**src/rtl/qec_syndrome_extractor.sv**
```systemverilog
// ---------------------------------------------------------------------------
// qec_syndrome_extractor
//
// Upstream stage of the Steane decoder. On a measure_start request it runs
// NUM_ROUNDS stabilizer readout rounds against the readout front-end. It
// majority-votes each of the 6 stabilizer bits and then presents a stable
// syndrome to the QEC feedback controller, together with a one-cycle
// measure_done pulse.
//
// Parameters
//   NUM_ROUNDS      readout rounds per measurement (odd, 1..7)
//   TIMEOUT_CYCLES  max cycles waiting for meas_valid in one round (1..65535)
//
// Ports
//   clk                in   system clock
//   rst_n              in   synchronous active-low reset
//   measure_start      in   level request from the controller
//   measure_done       out  one-cycle pulse, syndrome_x/z valid
//   syndrome_x[2:0]    out  voted X-stabilizer bits (decoder address [5:3])
//   syndrome_z[2:0]    out  voted Z-stabilizer bits (decoder address [2:0])
//   meas_timeout       out  set with measure_done if a round timed out
//   meas_req           out  one-cycle pulse requesting one readout round
//   meas_valid         in   readout result valid (one cycle per round)
//   meas_bits[5:0]     in   raw round result, [5:3]=X, [2:0]=Z
//   syndrome_unstable  out  per-bit round disagreement flags
//
// Optional feature macro: QEC_SYNDROME_UNSTABLE_EN
//   defined   -> syndrome_unstable is registered in VOTE
//   undefined -> syndrome_unstable is tied to zero
// ---------------------------------------------------------------------------
module qec_syndrome_extractor #(
  parameter int NUM_ROUNDS     = 3,
  parameter int TIMEOUT_CYCLES = 255
) (
  input  logic       clk,
  input  logic       rst_n,
  input  logic       measure_start,
  output logic       measure_done,
  output logic [2:0] syndrome_x,
  output logic [2:0] syndrome_z,
  output logic       meas_timeout,
  output logic       meas_req,
  input  logic       meas_valid,
  input  logic [5:0] meas_bits,
  output logic [5:0] syndrome_unstable
);

  localparam int CW = $clog2(NUM_ROUNDS + 1);
  localparam int TW = $clog2(TIMEOUT_CYCLES + 1);

  localparam logic [CW-1:0] ROUNDS_C = CW'(NUM_ROUNDS);
  localparam logic [CW-1:0] HALF_C   = CW'(NUM_ROUNDS / 2);
  localparam logic [TW-1:0] TO_MAX_C = TW'(TIMEOUT_CYCLES);
  // Value of the timeout counter in the last allowed idle WAIT cycle.
  localparam logic [TW-1:0] TO_HIT_C = TW'(TIMEOUT_CYCLES - 1);

  typedef enum logic [2:0] {
    S_IDLE,
    S_REQUEST,
    S_WAIT,
    S_VOTE,
    S_DONE
  } state_t;

  state_t        state;
  state_t        state_next;

  logic [CW-1:0] vote_cnt [6];
  logic [CW-1:0] round_cnt;
  logic [TW-1:0] to_cnt;
  logic          timed_out;

  logic          round_last;
  logic          timeout_hit;
  logic [5:0]    voted;

  // Accepting this round's result completes the measurement.
  assign round_last  = (round_cnt + CW'(1)) == ROUNDS_C;
  // meas_valid wins over a timeout that would fire in the same cycle.
  assign timeout_hit = !meas_valid && (to_cnt == TO_HIT_C);

  always_comb begin
    for (int i = 0; i < 6; i++) begin
      voted[i] = vote_cnt[i] > HALF_C;
    end
  end

  // ---------------------------------------------------------------------------
  // FSM: state register
  // ---------------------------------------------------------------------------
  // NOTE: sequential state uses non-blocking assignments so every flop
  // samples the pre-edge values, independent of block evaluation order.
  always_ff @(posedge clk) begin
    if (!rst_n) begin
      state <= S_IDLE;
    end else begin
      state <= state_next;
    end
  end

  // ---------------------------------------------------------------------------
  // FSM: next-state logic
  // ---------------------------------------------------------------------------
  // NOTE: state_next gets a default before the case so no path leaves it
  // unassigned, which would otherwise infer a latch.
  always_comb begin
    state_next = state;
    unique case (state)
      S_IDLE:    if (measure_start) state_next = S_REQUEST;
      S_REQUEST: state_next = S_WAIT;
      S_WAIT: begin
        if (meas_valid) begin
          state_next = round_last ? S_VOTE : S_REQUEST;
        end else if (timeout_hit) begin
          state_next = S_VOTE;
        end
      end
      S_VOTE:    state_next = S_DONE;
      S_DONE:    state_next = S_IDLE;
      default:   state_next = S_IDLE;
    endcase
  end

  // ---------------------------------------------------------------------------
  // FSM: outputs decoded from state only
  // ---------------------------------------------------------------------------
  always_comb begin
    meas_req     = 1'b0;
    measure_done = 1'b0;
    unique case (state)
      S_REQUEST: meas_req     = 1'b1;
      S_DONE:    measure_done = 1'b1;
      default:   ;
    endcase
  end

  // ---------------------------------------------------------------------------
  // Datapath: vote/round/timeout counters and registered results
  // ---------------------------------------------------------------------------
  // NOTE: the vote counter array is reset element by element; it is a
  // handful of flops rather than a RAM, and the spec requires it to be
  // cleared on reset so an aborted measurement leaves nothing behind.
  always_ff @(posedge clk) begin
    if (!rst_n) begin
      for (int i = 0; i < 6; i++) vote_cnt[i] <= '0;
      round_cnt    <= '0;
      to_cnt       <= '0;
      timed_out    <= 1'b0;
      meas_timeout <= 1'b0;
      syndrome_x   <= '0;
      syndrome_z   <= '0;
    end else begin
      unique case (state)
        S_IDLE: begin
          if (measure_start) begin
            for (int i = 0; i < 6; i++) vote_cnt[i] <= '0;
            round_cnt    <= '0;
            to_cnt       <= '0;
            timed_out    <= 1'b0;
            meas_timeout <= 1'b0;
          end
        end
        S_REQUEST: to_cnt <= '0;
        S_WAIT: begin
          if (meas_valid) begin
            for (int i = 0; i < 6; i++) begin
              vote_cnt[i] <= vote_cnt[i] + CW'(meas_bits[i]);
            end
            round_cnt <= round_cnt + CW'(1);
          end else if (timeout_hit) begin
            // Abandon the remaining rounds; zeroed counters vote 000/000.
            for (int i = 0; i < 6; i++) vote_cnt[i] <= '0;
            round_cnt <= '0;
            to_cnt    <= '0;
            timed_out <= 1'b1;
          end else if (to_cnt != TO_MAX_C) begin
            to_cnt <= to_cnt + TW'(1);
          end
        end
        S_VOTE: begin
          // Results only move here, so the decoder may sample them late.
          syndrome_x   <= voted[5:3];
          syndrome_z   <= voted[2:0];
          meas_timeout <= timed_out;
        end
        default: ;
      endcase
    end
  end

`ifdef QEC_SYNDROME_UNSTABLE_EN
  logic [5:0] unstable_q;

  // A bit is unstable when the rounds did not all agree on it. After a
  // timeout the counters are zero, so the flags come out as zero too.
  always_ff @(posedge clk) begin
    if (!rst_n) begin
      unstable_q <= '0;
    end else if (state == S_VOTE) begin
      for (int i = 0; i < 6; i++) begin
        unstable_q[i] <= (vote_cnt[i] != '0) && (vote_cnt[i] != ROUNDS_C);
      end
    end
  end

  assign syndrome_unstable = unstable_q;
`else
  assign syndrome_unstable = 6'b0;
`endif

endmodule
```
**config.mk**
```make
export PLATFORM = sky130hd
export DESIGN_NAME = qec_syndrome_extractor
export DESIGN_NICKNAME = d
export VERILOG_FILES = /design/src/rtl/qec_syndrome_extractor.sv
export SDC_FILE = /design/constraint.sdc
export NUM_CORES = 1
export LEC_CHECK = 0
export CORE_MARGIN = 2
export CORE_UTILIZATION = 48
export DETAILED_ROUTE_END_ITERATION = 8
export GPL_ROUTABILITY_DRIVEN = 1
export GPL_TIMING_DRIVEN = 0
export PLACE_DENSITY_LB_ADDON = 0.2
export SLEW_MARGIN = 20
export SYNTH_ARGS = -nofsm -noshare
export SYNTH_HDL_FRONTEND = slang
export SYNTH_SLANG_ARGS = --single-unit
```
**constraint.sdc**
```tcl
create_clock -name clk -period 2 [get_ports clk]
set_input_delay 0.4 -clock clk [delete_from_list [all_inputs] [get_ports clk]]
set_output_delay 0.4 -clock clk [all_outputs]
set_load 0.05 [all_outputs]
```
==> flow_summary.yaml <==
outcome:
  status: "finished, final reports clean"
synth:
  yosysWarnings: 0
  synthArstFlopShare: 0
  yosysTopAreaCell: "dfxtp_1"
  syn-instance-count: 176
  synth_area_mm2: 0.001644
  yosysTopAreaCellShare: 0.2557
  yosys-top-cells-area: "dfxtp_1, edfxtp_1, ha_1"
  yosysSeqAreaShare: 0.4749
  ys.flop_type: "dfxtp_1"
  ys_seq_elements: 33
  synth_edf_count: 12
  synth_cell_types: 37
  synth_area_per_cell_um2: 9.341
  yosysMostFrequentCell: "nand2_1"
  synth_common_cells: "nand2_1, dfxtp_1, nor2_1"
setup_path:
  crit_path_cell_trace: "buf_6 -> or3b_1 -> a21o_1 -> a41o_4 -> or3_1 -> a21oi_2"
  startpoint: "state[0]"
  reg2reg_depth: 6
  worstPathRequired_ns: 2.26
  endpoint_kind: "flip-flop"
  critPathMaxFanout: 8
  critPathMaxStageDelay_ns: 0.37
  critPathTopFamily: "simple AND/OR/NAND/NOR gates"
  r2r_slack_ns: 0.09
  arrival_ns: 2.17
  r2r-start: "state[0]"
  cp-start-kind: "flip-flop"
  critPathSlowestCell: "or3b_1"
  endpoint: "to_cnt[1]"
  cp.buffers_inverters: 1
  critPathKind: "flip-flop to flip-flop"
  worst-path-stages: 6
  rr_endpoint: "to_cnt[1]"
pwr:
  power_leakage_nw: 0.7493
  peakVddDrop_v: 0.0003210
  p_per_area_mw_per_mm2: 657.2
route:
  avgRoutedWirePerCell_um: 12.54
  drt-initial-drc-count: 43
  drt_wl_total_mm: 3.173
  dr_total_vias: 1263
  firstDrtPassIters: 4
  final_antenna_net_count: 0
  drcViolationCount: 0
  vias_per_cell: 4.992
cells_and_area:
  num_antenna_cells: 0
  layout-drive-gt1-share: 0.1111
  fin_nets: 225
  stdcell_count: 253
  fillers: 328
  syn_to_final_growth_pct: 19.86
  utilization: 0.5952
sta:
  slew_violations: 0
  fmax_ghz: 0.5241
  relSlewSlack: 0.6267
  clock_skew_ns: 0.008953
  period_share: 0.9541
  setup_viol: 0
  period_needed_ns: 1.908
  finalHoldViolCount: 0
  finalSetupTns_ns: 0
  worst_pin_slew_ns: 0.5600
  rsz0062_at_grt: "false"
floorplan:
  die_y_um: 62.53
  rows: 21
  start_util: 0.4966
  die_area_mm2: 0.003909
  core-area_mm2: 0.003311
  fp.dieW_um: 62.53
  io_pins: 25
clocking:
  cts_tree: "done"
  clkSlewWorstSetupHoldPaths_ns: 0.10
  cts_made_buffers: 5
  cts.sinks: 33
  root_buffer: "clkbuf_4"
  clockBufferDepth: 2
  htree_num_levels: 2
  clk_latency_ns: 0.33
  post_cts_buffers: 0
hold_path:
  hold_start: "syndrome_z[0]"
  hp-class: "flip-flop to flip-flop"
placement:
  dp_hpwl_mm: 2.335
  dp_cells: 245
  numPortBuffers: 18
  gp_congestion: 0.8790
grt:
  grt_overflow: 0
  grt_pass1_vias: 1238
  grt_max_degree: 13
  grt.total_usage: 0.1823
  grt_pass1_wl_mm: 5.616
  antenna_found_initial: 0
run:
  maxCapViolations: 0
cells in the final DEF (no fill, tap or decap), types with 3 or more instances in the layout:
master           synthesis  layout
buf_4                    6       6
inv_1                    6       6
clkbuf_1                 3       3
edfxtp_1                12      12
xnor2_1                  6       6
conb_1                   1       6
nand3_1                  5       5
clkbuf_4                 0       5
and2_1                   7       7
o22ai_1                  5       5
nor2_1                  17      17
dfxtp_1                 21      21
nand2_1                 26      26
ha_1                     9       9
clkdlybuf4s50_1          0      15
a21oi_1                 16      16
or3_1                    3       3
nand2b_1                 3       3
routing by layer:
metal / vias to the layer above / global-route usage / wire (µm)
met5: - / 0 / 0
met4: 0 / 0.06667 / 48
met3: 5 / 0.06306 / 117
met2: 23 / 0.3038 / 1538
met1: 565 / 0.2178 / 1468
li1: 670 / - / -
area by class of cell:
type	instances	area, µm²	share of cell area
buffer	10	68.82	0.03492
clock inverter	2	10.01	0.005079
multi-input combinational	132	808.3	0.4102
timing repair buffer	18	181.4	0.09206
tap	46	57.56	0.02921
inverter	6	22.52	0.01143
clock buffer	6	41.29	0.02095
sequential	33	780.7	0.3962
repair_timing:
| action | CTS | global route |
|---|---|---|
| endpoints found under the setup margin | 15 | 12 |
| hold buffers | 0 | 0 |
| resized for setup | 9 | 2 |
kinds of logic after synthesis:
| family | count (synthesis) | share of synthesized area |
|---|---|---|
| adders and majority gates | 9 | 0.06849 |
| and+or+nand+nor | 74 | 0.2199 |
| AOI/OAI and AO/OA | 36 | 0.1416 |
| xor gates and xnor gates | 6 | 0.03196 |
| muxes | 1 | 0.006089 |
| other | 1 | 0.002281 |
| DFF | 33 | 0.4749 |
| buffers and inverters | 16 | 0.05479 |
through the flow:
step	instance area, µm²	hold WS [ns]	total power, mW	setup WS [ns]
global route	1971	0.4926	1.363	0.01482
finish	1971	0.4626	1.295	0.09181
global placement	1906	0.4420	0.9489	-0.3737
CTS	1963	0.4655	1.307	0.04493
detailed placement	1906	0.4515	0.9537	-0.4085
floorplan	1668	0.4524	0.8983	0.1506
worst register-to-register path, cell delays in order, from the launching register on:
cell and delay, ns:
dfxtp_1 0.32, buf_6 0.13, or3b_1 0.37, a21o_1 0.24
a41o_4 0.29, or3_1 0.37, a21oi_2 0.13
state kept, by name, indices dropped and copies added (netlist names):
| name | cells |
|---|---|
| vote_cnt | 12 |
| to_cnt | 8 |
| state | 3 |
| syndrome_x | 3 |
| syndrome_z | 3 |
| round_cnt | 2 |
| meas_timeout | 1 |
| timed_out | 1 |
worst min-delay path by stage:
stage | end | depth (start not counted)
after floorplan | round_cnt[1] | 2
after global placement | syndrome_z[1] | 2
after detailed placement | syndrome_z[0] | 2
after CTS | syndrome_z[0] | 2
after global routing | syndrome_z[2] | 2
final | syndrome_z[0] | 2
where the power goes:
part           internal, mW  total [mW]  leakage [nW]  switching (mW)
clock                 0.134       0.353        0.0320           0.219
combinational        0.0795       0.202         0.416           0.123
sequential            0.725       0.741         0.301          0.0158
No activity file was read; power rests on OpenSTA's default activity.
